**config.mk**
```make
export PLATFORM = sky130hd
export DESIGN_NAME = rsnn_lif_layer
export DESIGN_NICKNAME = d
export VERILOG_FILES = /design/src/rtl/rsnn_pkg.sv /design/src/rtl/rsnn_lif_update.sv /design/src/rtl/rsnn_lif_layer.sv
export SDC_FILE = /design/constraint.sdc
export NUM_CORES = 1
export LEC_CHECK = 0
export ABC_AREA = 0
export CELL_PAD_IN_SITES_DETAIL_PLACEMENT = 1
export CELL_PAD_IN_SITES_GLOBAL_PLACEMENT = 2
export CORE_UTILIZATION = 43
export DETAILED_ROUTE_END_ITERATION = 10
export GPL_TIMING_DRIVEN = 0
export PLACE_DENSITY_LB_ADDON = 0.12
export SLEW_MARGIN = 20
export SYNTH_ARGS = -nofsm -noshare
export SYNTH_HDL_FRONTEND = slang
export SYNTH_SLANG_ARGS = --single-unit
```
**constraint.sdc**
```tcl
create_clock -name clk -period 18.3 [get_ports clk]
set_clock_uncertainty 0.05 [all_clocks]
set_input_delay 1.83 -clock clk [delete_from_list [all_inputs] [get_ports clk]]
set_output_delay 1.83 -clock clk [all_outputs]
set_load 0.01 [all_outputs]
```
**src/rtl/rsnn_pkg.sv**
```systemverilog
// Shared types, constants and helpers for the time-multiplexed LIF layer.
// The RSNN_RECURRENT_EN macro widens the synapse vector with the layer's own spikes.
package rsnn_pkg;

  localparam int LEAK_W   = 3;
  localparam int REFRAC_W = 3;

`ifdef RSNN_RECURRENT_EN
  localparam bit RECURRENT = 1'b1;
`else
  localparam bit RECURRENT = 1'b0;
`endif

  typedef logic [1:0] state_t;
  localparam state_t ST_IDLE   = 2'd0;
  localparam state_t ST_UPDATE = 2'd1;
  localparam state_t ST_FINISH = 2'd2;

  function automatic int n_syn(input int n_inputs, input int n_neurons);
    return n_inputs + (RECURRENT ? n_neurons : 0);
  endfunction

  // Clamp to the signed range of the given width; never wraps.
  function automatic logic signed [31:0] saturate(input logic signed [31:0] x, input int width);
    logic signed [31:0] hi;
    logic signed [31:0] lo;
    hi = (32'sd1 <<< (width - 1)) - 32'sd1;
    lo = -(32'sd1 <<< (width - 1));
    if (x > hi) return hi;
    else if (x < lo) return lo;
    else return x;
  endfunction

endpackage

```
**src/rtl/rsnn_lif_update.sv**
```systemverilog
// Combinational single-neuron LIF step: masked weight sum, leak, saturation,
// threshold compare and refractory handling. Shared across all neurons.
module rsnn_lif_update
  import rsnn_pkg::*;
#(
  parameter int N_SYN   = 8,
  parameter int W_WIDTH = 4,
  parameter int V_WIDTH = 10,
  parameter int REFRAC  = 2
) (
  input  logic [N_SYN*W_WIDTH-1:0]  weights,
  input  logic [N_SYN-1:0]          syn_in,
  input  logic signed [V_WIDTH-1:0] v,
  input  logic [REFRAC_W-1:0]       refrac,
  input  logic signed [V_WIDTH-1:0] threshold,
  input  logic [LEAK_W-1:0]         leak_shift,
  output logic signed [V_WIDTH-1:0] v_next,
  output logic [REFRAC_W-1:0]       refrac_next,
  output logic                      spike
);

  localparam int SUM_W = V_WIDTH + 2;

  logic signed [SUM_W-1:0]   syn_sum;
  logic signed [SUM_W-1:0]   leak;
  logic signed [SUM_W-1:0]   vn;
  logic signed [V_WIDTH-1:0] v_sat;

  always_comb begin
    syn_sum = '0;
    for (int j = 0; j < N_SYN; j++) begin
      if (syn_in[j]) syn_sum = syn_sum + SUM_W'($signed(weights[j*W_WIDTH +: W_WIDTH]));
    end
  end

  // A zero shift must mean "no leak", not "leak everything".
  always_comb begin
    leak = '0;
    if (leak_shift != '0) leak = SUM_W'(v >>> leak_shift);
    vn    = SUM_W'(v) - leak + syn_sum;
    v_sat = V_WIDTH'(saturate(32'(vn), V_WIDTH));
  end

  always_comb begin
    spike       = 1'b0;
    v_next      = v_sat;
    refrac_next = refrac;
    if (refrac != '0) begin
      refrac_next = refrac - REFRAC_W'(1);
      v_next      = '0;
    end else if (v_sat >= threshold) begin
      spike       = 1'b1;
      v_next      = '0;
      refrac_next = REFRAC_W'(REFRAC);
    end
  end

endmodule

```
**src/rtl/rsnn_lif_layer.sv**
```systemverilog
// Layer of LIF neurons updated one per clock by a shared datapath.
// Define RSNN_RECURRENT_EN to feed the previous step's out_spikes back as extra synapses.
module rsnn_lif_layer
  import rsnn_pkg::*;
#(
  parameter int N_NEURONS = 8,
  parameter int N_INPUTS  = 8,
  parameter int W_WIDTH   = 4,
  parameter int V_WIDTH   = 10,
  parameter int REFRAC    = 2
) (
  input  logic                      clk,
  input  logic                      rst_n,
  input  logic                      step,
  input  logic [N_INPUTS-1:0]       in_spikes,
  input  logic signed [V_WIDTH-1:0] threshold,
  input  logic [LEAK_W-1:0]         leak_shift,
  input  logic                      wr_en,
  input  logic [7:0]                wr_addr,
  input  logic [W_WIDTH-1:0]        wr_data,
  output logic [N_NEURONS-1:0]      out_spikes,
  output logic                      busy,
  output logic                      done
);

  localparam int N_SYN = n_syn(N_INPUTS, N_NEURONS);
  localparam int IDX_W = $clog2(N_NEURONS);

  state_t                    state_reg;
  logic [IDX_W-1:0]          idx_reg;
  logic [N_SYN-1:0]          syn_reg;
  logic signed [V_WIDTH-1:0] thr_reg;
  logic [LEAK_W-1:0]         ls_reg;
  logic [N_NEURONS-1:0]      shadow_reg;

  logic [W_WIDTH-1:0]        w_mem [N_NEURONS][N_SYN];
  logic signed [V_WIDTH-1:0] v_mem [N_NEURONS];
  logic [REFRAC_W-1:0]       refrac_mem [N_NEURONS];

  logic [N_SYN*W_WIDTH-1:0]  w_row;
  logic signed [V_WIDTH-1:0] v_next;
  logic [REFRAC_W-1:0]       refrac_next;
  logic                      spike;

  always_comb begin
    w_row = '0;
    for (int j = 0; j < N_SYN; j++) w_row[j*W_WIDTH +: W_WIDTH] = w_mem[idx_reg][j];
  end

  rsnn_lif_update #(
    .N_SYN  (N_SYN),
    .W_WIDTH(W_WIDTH),
    .V_WIDTH(V_WIDTH),
    .REFRAC (REFRAC)
  ) u_update (
    .weights    (w_row),
    .syn_in     (syn_reg),
    .v          (v_mem[idx_reg]),
    .refrac     (refrac_mem[idx_reg]),
    .threshold  (thr_reg),
    .leak_shift (ls_reg),
    .v_next     (v_next),
    .refrac_next(refrac_next),
    .spike      (spike)
  );

  // Out-of-range addresses match no cell, so they fall through silently.
  for (genvar gi = 0; gi < N_NEURONS; gi++) begin : g_neuron
    for (genvar gj = 0; gj < N_SYN; gj++) begin : g_syn
      always_ff @(posedge clk or negedge rst_n) begin
        if (!rst_n) w_mem[gi][gj] <= '0;
        else if (wr_en && !busy && (int'(wr_addr) == gi*N_SYN + gj)) w_mem[gi][gj] <= wr_data;
      end
    end

    always_ff @(posedge clk or negedge rst_n) begin
      if (!rst_n) begin
        v_mem[gi]      <= '0;
        refrac_mem[gi] <= '0;
      end else if (state_reg == ST_UPDATE && idx_reg == IDX_W'(gi)) begin
        v_mem[gi]      <= v_next;
        refrac_mem[gi] <= refrac_next;
      end
    end
  end

  always_ff @(posedge clk or negedge rst_n) begin
    if (!rst_n) begin
      state_reg  <= ST_IDLE;
      idx_reg    <= '0;
      syn_reg    <= '0;
      thr_reg    <= '0;
      ls_reg     <= '0;
      shadow_reg <= '0;
      out_spikes <= '0;
      busy       <= 1'b0;
      done       <= 1'b0;
    end else begin
      done <= 1'b0;
      case (state_reg)
        ST_IDLE: begin
          if (step) begin
`ifdef RSNN_RECURRENT_EN
            syn_reg <= {out_spikes, in_spikes};
`else
            syn_reg <= in_spikes;
`endif
            thr_reg   <= threshold;
            ls_reg    <= leak_shift;
            idx_reg   <= '0;
            busy      <= 1'b1;
            state_reg <= ST_UPDATE;
          end
        end
        ST_UPDATE: begin
          shadow_reg[idx_reg] <= spike;
          if (idx_reg == IDX_W'(N_NEURONS - 1)) state_reg <= ST_FINISH;
          else idx_reg <= idx_reg + IDX_W'(1);
        end
        ST_FINISH: begin
          out_spikes <= shadow_reg;
          done       <= 1'b1;
          busy       <= 1'b0;
          state_reg  <= ST_IDLE;
        end
        default: state_reg <= ST_IDLE;
      endcase
    end
  end

endmodule
```
==> out/metrics.csv, run 1 <==
metric;value;unit
H-Tree Depth;2;
Final Setup Violations;0;
grt ovf;0;
vias per cell;5.918;
CTS buffer count;48;
Wirelength per Cell;25.85;um
Post-Synth Adder-Cell Area;6.973;%
clk slew on worst S/H paths;60;ps
worst reg2reg path startpoint;idx_reg[0]$_DFFE_PN0P_;
Initial Utilization;43.75;%
final wirelength;76200;um
Via Count;17450;
Worst Hold Path Cells;2;
fraction of synthesized area in multiplexers;24.04;%
hold slack;434.0;ps
Die Height;236.7;um
Placer Congestion;0.8906;
Post-synth top flop;dfrtp_1;
Startpoint Class;flop;
Buffers on Ports;38;
most flop-heavy register;w_mem;
Clock Tree Buf Depth;3;
Peak Freq;0.05828;GHz
n_diodes;0;
max incr delay on CP;510;ps
pins over their slew limit;0;
IO Count;47;
initial DRC count;1103;
# hold bufs at CTS;0;
share of layout cells above drive strength 1;23.40;%
min cycle time layout;17160;ps
Slew HR;23.90;%
# Post-CTS Setup Buffers;0;
Remaining DRCs;0;
largest family of logic cells by synthesized area;multiplexers;
die area;56020;sq um
largest cells by area after synthesis;dfrtp_1 (43%), mux2_2 (15%), mux4_2 (7.4%);
total track usage;28.25;%
FF-to-FF path depth;76;
Clock Tree Root;clkbuf_16;
Post-Synth XOR/XNOR Area;1.986;%
WP data required;18750;ps
biggest regs;w_mem (256), v_mem (80), refrac_mem (24);
slew at the pin with the worst max-slew slack;1133;ps
status;finished clean;
Die Wd;236.7;um
Yosys top cell by area;dfrtp_1;
number of flops mapped to enable cells by yosys;0;
fin nets;2373;
Compound-Gate Fraction of Synth Area;10.37;%
WHS Endpoint;refrac_mem[6]$_DFFE_PN0P_;
DRT Pass-1 Iters;5;
crit end category;flop;
Finished Core Util;49.54;%
number of flip-flops in the largest register;256;
cell count after synthesis;2127;
sequential share of the synthesized area;42.69;%
worst min path class;flop to flop;
number of synthesis warnings;0;
Cell Rows;85;
Placeable Area;54130;sq um
synth unique cells;77;
CTS tree;built;
slowest cell on the critical path;mux4_2;
Async SR Flop Fraction;100.0;%
P&R area growth vs syn;13.23;%
worst-path maximum fanout;28;
initial antenna violation count;2;
RR Endpoint;v_mem[37]$_DFFE_PN0P_;
Bufs and invs on worst path;11;
Setup Crit Path Kind;flop to flop;
reg2reg setup slack;1140;ps
vias in the first global route;18850;
count leader, synth;dfrtp_1;
RSZ-0062 raised after global routing;no;
syn nets;2284;
Commonest cells post-synth;dfrtp_1 (404), nand2_1 (351), mux2_2 (305);
Clock Latency Late Sink;620;ps
Post-Synth Simple-Gate Area;10.59;%
global-route wire length before repair;118700;um
synthesized area;23680;sq um
Final HPWL DP;55720;um
delay-heaviest family, CP;adder cells;
share of the cycle needed by the critical path after routing;93.77;%
largest net degree at the start of global routing;96;
TritonCTS Sinks;404;
maxcap violations;0;
Fin. Hold Viols;0;
share of the synthesized area in the top cell type;42.69;%
Synth Area per Inst;11.13;sq um
FF+latch count, synth;404;
Data arrival, critical path;17610;ps
most used cell along the critical path;nand2_1;
Hold Path Origin;refrac_mem[6]$_DFFE_PN0P_;
Post-DRT Antenna Nets;0;
worst reg2reg max path, delay by kind of cell, from the launching register on:
| family | cells | cell delay [ps] |
|---|---|---|
| XOR/XNOR | 6 | 1210 |
| buffers and inverters | 11 | 2740 |
| AND/OR/NAND/NOR | 23 | 2870 |
| flip-flops | 1 | 450 |
| multiplexers | 5 | 1650 |
| adder cells (fa/ha/maj) | 12 | 4290 |
| AO/OA/AOI/OAI | 19 | 3800 |
through the flow:
stage / setup slack [ps] / cell area [sq um] / cells / TNS [ps]
finish: 1140 / 26820 / 2948 / 0
CTS: 120.2 / 26800 / 2951 / 0
detailed placement: -1822 / 25100 / 2868 / -149410
global route: 81.51 / 26820 / 2948 / 0
global placement: -2737 / 24940 / 2861 / -1197810
floorplan: 2817 / 23680 / 2127 / 0
repair_timing:
| action | in CTS | in global routing |
|---|---|---|
| pin swaps | 0 | 0 |
| setup endpoints to repair | 112 | 112 |
| gates resized for setup | 16 | 10 |
layout make-up:
class                   instances  area [sq um]
fillers                      5767         27320
repair buffers                 45         535.5
multi-input cells            1531         12830
clock inverters                19         322.8
flip-flops and latches        404         10110
well taps                     696         870.8
inverters                      82         307.8
plain buffers                 104         510.5
clock buffers                  67          1333
layer usage:
metal	vias to the layer above	GRT usage [%]	wire length, um
li1	7852	-	-
met3	89	5.071	3707
met5	-	0	0
met2	342	44.93	35320
met1	9163	40.13	35630
met4	0	6.553	1544
cells by family (layout without fill, tap and decap cells):
family                   count (synthesis)  after routing
AND/OR/NAND/NOR                        551            551
buffers and inverters                  192            317
XOR/XNOR                                52             52
AO/OA/AOI/OAI                          382            382
flip-flops                             404            404
adder cells (fa/ha/maj)                120            120
multiplexers                           426            426
how the worst max path moves through the flow:
stage / startpoint / to / slack, ps / depth (start not counted)
3_5_place_dp: idx_reg[2]$_DFFE_PN0P_ / v_mem[14]$_DFFE_PN0P_ / -1820 / 76
2_1_floorplan: idx_reg[0]$_DFFE_PN0P_ / v_mem[10]$_DFFE_PN0P_ / 2820 / 78
3_3_place_gp: rst_n / ls_reg[0]$_DFFE_PN0P_ / -2740 / 1
5_1_grt: idx_reg[0]$_DFFE_PN0P_ / v_mem[38]$_DFFE_PN0P_ / 80 / 77
6_report: idx_reg[0]$_DFFE_PN0P_ / v_mem[37]$_DFFE_PN0P_ / 1140 / 76
4_1_cts: idx_reg[1]$_DFFE_PN0P_ / v_mem[37]$_DFFE_PN0P_ / 120 / 75
cell usage in the layout, fill, tap and decap left out, drive strengths merged, types with 13 or more instances in the layout:
cell type	synthesis	layout
mux2	308	308
o211ai	64	64
clkbuf	78	145
o21a	20	20
a21o	31	31
xnor2	38	38
mux2i	37	37
nor3	24	24
ha	100	100
xor2	13	13
nand2	353	353
dfrtp	404	404
clkinv	2	13
mux4	81	81
nand3	18	18
fa	20	20
o31ai	13	13
clkdlybuf4s50	0	37
nor2	54	54
a21oi	50	50
o21ai	134	134
nand2b	23	23
inv	80	81
nor2b	19	19
buf	32	32
Power of run 1 is left out: the tool's default activity adds up to more than one toggle a clock period on the data nets, which glitch-free logic cannot reach.
==> run 2: changes to the inputs <==
Settings changed: ABC_AREA 0 to unset.
==> results of run 2 <==
Final layout, timing and power as in run 1 (identical DEF).
Power of run 2 is left out for the same reason.
